$ cat src/rtl/quant_mb_sched.sv
// -----------------------------------------------------------------------------
// quant_mb_sched
//
// Macroblock-level sequencer for the 4x4 quantizer. It walks every block of one
// macroblock in coding order (Y2 first when present, then Y 0..15, then UV
// 16..23). For each block it reads the coefficients, starts the quantizer with
// the matching matrix set, and routes each result to write-back. It also builds
// a per-block non-zero mask and pulses mb_done once the last result is written.
//
// Ports
//   clk, rst_n        clock, synchronous active-low reset
//   mb_start, i16     begin macroblock (ignored while busy); i16=1 adds Y2 block
//   busy              high from accepted mb_start through mb_done
//   coef_rd_en/addr   coefficient buffer read; data returns the next cycle
//   q_start, q_sel    quantizer start + matrix set (0=Y1, 1=Y2, 2=UV)
//   q_done, q_nz      quantizer completion and its non-zero flag
//   wb_ready          write-back credit, sampled when a block is issued
//   wb_en, wb_addr    write-back strobe and block index of the result
//   nz_mask           bit i = block i non-zero (bit 24 = Y2)
//   mb_done           one-cycle pulse, all blocks written back
// -----------------------------------------------------------------------------
module quant_mb_sched #(
   parameter int QLAT         = 2,
   parameter int MAX_INFLIGHT = 3,
   parameter int AW           = 5
) (
   input  logic          clk,
   input  logic          rst_n,
   input  logic          mb_start,
   input  logic          i16,
   output logic          busy,
   output logic          coef_rd_en,
   output logic [AW-1:0] coef_rd_addr,
   output logic          q_start,
   output logic [1:0]    q_sel,
   input  logic          q_done,
   input  logic          q_nz,
   input  logic          wb_ready,
   output logic          wb_en,
   output logic [AW-1:0] wb_addr,
   output logic [24:0]   nz_mask,
   output logic          mb_done
);

   // The index FIFO must hold every result that can be in the quantizer pipe.
   localparam int FIFO_DEPTH = (MAX_INFLIGHT > QLAT + 1) ? MAX_INFLIGHT : QLAT + 1;
   localparam int PW         = (FIFO_DEPTH > 1) ? $clog2(FIFO_DEPTH) : 1;
   localparam int FCW        = $clog2(FIFO_DEPTH + 1);
   localparam int CW         = $clog2(MAX_INFLIGHT + 1);

   localparam logic [AW-1:0] Y2_IDX   = AW'(24);
   localparam logic [AW-1:0] UV_FIRST = AW'(16);

   typedef enum logic [1:0] {
      S_IDLE  = 2'd0,
      S_RUN   = 2'd1,
      S_DRAIN = 2'd2,
      S_DONE  = 2'd3
   } state_t;

   state_t          r_state;
   state_t          w_next_state;

   logic            r_i16;
   logic [AW-1:0]   r_pos;          // position in coding order, 0..N-1
   logic [CW-1:0]   r_cnt;          // blocks issued and not yet written back
   logic            r_q_start;
   logic [1:0]      r_q_sel;
   logic [AW-1:0]   r_q_idx;
   logic [24:0]     r_nz_mask;
   logic            r_err;          // sticky: q_done seen with nothing in flight

   logic [AW-1:0]   r_fifo [FIFO_DEPTH];
   logic [PW-1:0]   r_wp;
   logic [PW-1:0]   r_rp;
   logic [FCW-1:0]  r_fcnt;

   logic            w_active;
   logic            w_pop;
   logic            w_push;
   logic            w_room;
   logic            w_issue;
   logic            w_last;
   logic            w_drained;
   logic [AW-1:0]   w_idx;
   logic [1:0]      w_sel;

   function automatic logic [PW-1:0] ptr_inc(input logic [PW-1:0] p);
      return (p == PW'(FIFO_DEPTH - 1)) ? '0 : p + PW'(1);
   endfunction

   // Results are only accepted while a macroblock is being processed, so
   // anything still in the quantizer pipe after a reset is discarded.
   assign w_active = (r_state == S_RUN) || (r_state == S_DRAIN);
   assign w_pop    = q_done && w_active && (r_fcnt != '0);
   assign w_push   = r_q_start;

   // A block written back in this very cycle frees its slot immediately,
   // which keeps back-to-back issue going when the pipe is exactly full.
   assign w_room    = (int'(r_cnt) < MAX_INFLIGHT + int'(w_pop));
   assign w_issue   = (r_state == S_RUN) && wb_ready && w_room;
   assign w_last    = (r_pos == (r_i16 ? AW'(24) : AW'(23)));
   assign w_drained = (r_cnt == CW'(w_pop));

   // With Y2 present it goes first, shifting the luma/chroma blocks by one.
   assign w_idx = r_i16 ? ((r_pos == '0) ? Y2_IDX : r_pos - AW'(1)) : r_pos;
   assign w_sel = (w_idx == Y2_IDX)   ? 2'd1 :
                  (w_idx <  UV_FIRST) ? 2'd0 : 2'd2;

   // ---------------------------------------------------------------- FSM: state
   // NOTE: clocked state uses non-blocking assignments so every register
   // samples pre-edge values regardless of block ordering.
   always_ff @(posedge clk) begin
      if (!rst_n) r_state <= S_IDLE;
      else        r_state <= w_next_state;
   end

   // ----------------------------------------------------------- FSM: next state
   always_comb begin
      // NOTE: default first so no path through the case leaves it unassigned,
      // which would otherwise infer a latch.
      w_next_state = r_state;
      unique case (r_state)
         S_IDLE:  if (mb_start)           w_next_state = S_RUN;
         S_RUN:   if (w_issue && w_last)  w_next_state = S_DRAIN;
         S_DRAIN: if (w_drained)          w_next_state = S_DONE;
         S_DONE:                          w_next_state = S_IDLE;
         default:                         w_next_state = S_IDLE;
      endcase
   end

   // -------------------------------------------------------------- FSM: outputs
   always_comb begin
      busy         = (r_state != S_IDLE);
      mb_done      = (r_state == S_DONE);
      coef_rd_en   = w_issue;
      coef_rd_addr = w_issue ? w_idx : '0;
      wb_en        = w_pop;
      wb_addr      = w_pop ? r_fifo[r_rp] : '0;
   end

   assign q_start = r_q_start;
   assign q_sel   = r_q_sel;
   assign nz_mask = r_nz_mask;

   // ------------------------------------------------------------------ datapath
   always_ff @(posedge clk) begin
      if (!rst_n) begin
         r_i16     <= 1'b0;
         r_pos     <= '0;
         r_cnt     <= '0;
         r_q_start <= 1'b0;
         r_q_sel   <= 2'd0;
         r_q_idx   <= '0;
         r_nz_mask <= '0;
         r_err     <= 1'b0;
         r_wp      <= '0;
         r_rp      <= '0;
         r_fcnt    <= '0;
      end else begin
         if ((r_state == S_IDLE) && mb_start) begin
            r_i16     <= i16;
            r_pos     <= '0;
            r_nz_mask <= '0;
         end else if (w_issue) begin
            r_pos <= r_pos + AW'(1);
         end

         // Buffer data arrives one cycle after the read, so the start and its
         // tag are registered to line up with it.
         r_q_start <= w_issue;
         r_q_sel   <= w_issue ? w_sel : 2'd0;
         r_q_idx   <= w_issue ? w_idx : '0;

         r_cnt <= r_cnt + CW'(w_issue) - CW'(w_pop);

         if (w_push) r_wp <= ptr_inc(r_wp);
         if (w_pop)  r_rp <= ptr_inc(r_rp);
         r_fcnt <= r_fcnt + FCW'(w_push) - FCW'(w_pop);

         if (w_pop) r_nz_mask[r_fifo[r_rp]] <= q_nz;

         if (q_done && w_active && (r_fcnt == '0)) r_err <= 1'b1;
      end
   end

   // NOTE: the FIFO storage has no reset; the pointers and count define which
   // entries are valid, so clearing the array would only cost reset fan-out.
   always_ff @(posedge clk) begin
      if (w_push) r_fifo[r_wp] <= r_q_idx;
   end

   a_no_orphan_done: assert property (@(posedge clk) disable iff (!rst_n) !r_err);

endmodule

$ cat config.mk
export PLATFORM = sky130hd
export DESIGN_NAME = quant_mb_sched
export DESIGN_NICKNAME = d
export VERILOG_FILES = /design/src/rtl/quant_mb_sched.sv
export SDC_FILE = /design/constraint.sdc
export NUM_CORES = 1
export LEC_CHECK = 0
export ABC_AREA = 0
export CAP_MARGIN = 20
export CORE_MARGIN = 1.5
export CORE_UTILIZATION = 67
export DETAILED_ROUTE_END_ITERATION = 6
export DONT_BUFFER_PORTS = 1
export GPL_TIMING_DRIVEN = 1
export PLACE_DENSITY_LB_ADDON = 0.2
export SETUP_SLACK_MARGIN = 0.15
export SYNTH_ARGS = -nofsm -noshare
export SYNTH_HDL_FRONTEND = slang
export SYNTH_SLANG_ARGS = --single-unit
$ cat constraint.sdc
create_clock -name clk -period 6.8 [get_ports clk]
set_clock_uncertainty 0.1 [all_clocks]
set_input_delay 1.36 -clock clk [delete_from_list [all_inputs] [get_ports clk]]
set_output_delay 1.36 -clock clk [all_outputs]
set_load 0.1 [all_outputs]
==> results.cfg <==
[outcome]
outcome = finished clean

[setup_path]
r2r-end = r_cnt[1]
path_max_fanout = 13
crit_cells = 3
worst_ep_required_time_ps = 5340
crit_arrival_ps = 3290
crit_path_end = wb_addr[0]
crit_start = q_done
end_kind = output pin
critical_path_class = in -> out
crit_buf_inv = 1
cp_cell_sequence = o211ai_2 > inv_1 > and2_1
rr_worst_depth = 12
reg2reg_slack_ps = 3400
critPathLaunchType = input pin
cp_slowest_stage_delay_ps = 880
critPathTopFamily = simple AND/OR/NAND/NOR gates
r2r_start = r_state[0]
slowest_stage = and2_1

[cts]
postCtsSetupBuffers = 0
holdBufCountCts = 0
root_buffer = clkbuf_8
clockBufferDepth = 2
cts_max_level = 3
cts.clk_slew.worst_paths_ps = 70
numClockSinks = 66
insertion_delay_ps = 350
cts_buffers = 9
ctsResizeCount = 0
cts_tree = yes

[yosys]
netlist_area_sq_um = 2990
synth_ff_type = dfxtp_1
synthArstFlopShare_pct = 0
synth-seq-area-share_pct = 49.3
synth_seq_cells = 66
yosysTopAreaCell = dfxtp_1
ys_types = 42
syn_inst = 315
synth_top_area_share_pct = 34.2
synth_nets = 332
synth_edf_count = 15
synth_area_leaders = dfxtp_1 (34%), edfxtp_1 (15%), mux2i_1 (10%)
syn_avg_cell_area_sq_um = 9.48
yosys_warnings = 0

[pwr]
combPwrFrac_pct = 19.6
finalPower_mw = 0.976
p_leak_nw = 1.29
clkPwrFrac_pct = 35.2
vdd_ir_drop_max_v = 0.000289
internal_power_mw = 0.662
p_seq_share_pct = 45.2
power_switching_mw = 0.314
cellPowerDensity_nw_per_um2 = 305
switching_share_pct = 32.2

[finish]
drive_gt1_share_pct = 10.2
nNetsFinal = 327
fin_cells = 367
design_area_sq_um = 3200
layout_common_cells = nand2_1 (70), dfxtp_1 (51), mux2i_1 (31), nor2_1 (16), edfxtp_1 (15)
final_common_cell = nand2_1
num_antenna_cells = 0
area_growth_pct = 7.25

[placement]
post_dp_cell_area_sq_um = 2990
place_hpwl_mm = 3.90
post-place-cells = 351
gp_congestion = 0.838
portBuffers = 0

[die]
core_area_sq_um = 4320
die_h_microns = 69.8
boundaryPins = 49
die_w_microns = 69.8
initial_core_util_pct = 69.0
rows = 24
die-area_sq_um = 4870

[global_route]
grt_pass1_wl_mm = 9.74
grt-ovfl-total = 0
grt_max_degree = 26
first_global_vias = 2161
grt_antenna_before_repair = 0
grtUsageTotal_pct = 26.0

[timing]
setup-tns-final_ps = 0
period_share_pct = 69.8
finalCriticalPeriod_ps = 4750
max_freq_mhz = 211
setup_viol = 0
rsz0062_at_grt = no
slew_violations = 0
hold_viol = 0
worstMarginPinSlew_ps = 1130
slew_headroom_pct = 24.4

[detailed_routing]
wl_per_cell_microns = 15.7
first_iter_violations = 111
viasPerCell = 5.80
wl_mm = 5.75
ant_nets = 0
route.detailed.drc = 0
dr.pass1.iters = 6
via_count = 2128

[worst_hold_path]
hold_class = reg -> reg

[run]
cap_violations = 0
[power groups by stage]
| stage | clock [mW] | combinational [mW] | sequential, mW |
|---|---|---|---|
| after floorplan | 0 | 0.171 | 0.441 |
| after global placement | 0 | 0.186 | 0.448 |
| after detailed placement | 0 | 0.190 | 0.450 |
| after CTS | 0.347 | 0.192 | 0.441 |
| after global routing | 0.360 | 0.209 | 0.444 |
| final | 0.344 | 0.191 | 0.441 |
[registers in the layout, summed over array words and instances (netlist names), named ones only]
register  cells
r_pos         5
r_rp          2
r_fcnt        2
r_q_idx       5
r_wp          2
r_cnt         2
nz_mask      25
r_fifo       15
r_i16         1
r_state       2
q_sel         2
q_start       1
[worst min path at each step]
stage / from / to / slack (ps) / cells after the start
final: r_q_idx[3] / r_fifo[1][3] / 360 / 0
after detailed placement: r_q_idx[3] / r_fifo[2][3] / 340 / 0
after global placement: r_q_idx[3] / r_fifo[1][3] / 330 / 0
after floorplan: r_q_idx[0] / r_fifo[0][0] / 320 / 0
after CTS: r_q_idx[3] / r_fifo[1][3] / 360 / 0
after global routing: r_q_idx[3] / r_fifo[1][3] / 370 / 0
[kinds of logic after synthesis]
| family | synth area share [%] |
|---|---|
| and+or+nand+nor | 21.8 |
| AOI/OAI and AO/OA | 6.41 |
| buffers and inverters | 4.07 |
| adders and majority gates | 4.19 |
| muxes | 11.7 |
| DFF | 49.3 |
| xor gates and xnor gates | 2.64 |
[metrics by stage]
stage | worst slack, ps | hold WS [ps] | util (%)
floorplan | 1810 | 321 | -
global placement | 2080 | 333 | 69.2
detailed placement | 2060 | 344 | 69.2
CTS | 2060 | 356 | 74.0
global route | 1970 | 371 | 74.0
finish | 2050 | 359 | 74.0
[cell type report]
| cell class | count | area [sq um] |
|---|---|---|
| Clock buffer | 14 | 173 |
| Clock inverter | 2 | 35.0 |
| Fill cell | 307 | 1120 |
| Inverter | 12 | 45.0 |
| Multi-Input combinational cell | 221 | 1410 |
| Sequential cell | 66 | 1470 |
| Tap cell | 52 | 65.1 |
[cell usage after synthesis (all sizes together), types with 7 or more instances]
cell and instances:
and2 10, xnor2 7, dfxtp 51, ha 10, nand2 70, clkbuf 10, nor3 9, nor2 24
o21ai 12, edfxtp 15, mux2i 32, inv 12
[routing by layer]
metal  part of all wire [%]  routed length, microns  track usage (%)
met5                      0                       0                0
met4                    3.6                     208             16.5
met1                     44                    2530             31.9
met3                    4.2                     244             5.52
met2                     48                    2760             41.7
No activity file was read; power rests on OpenSTA's default activity.
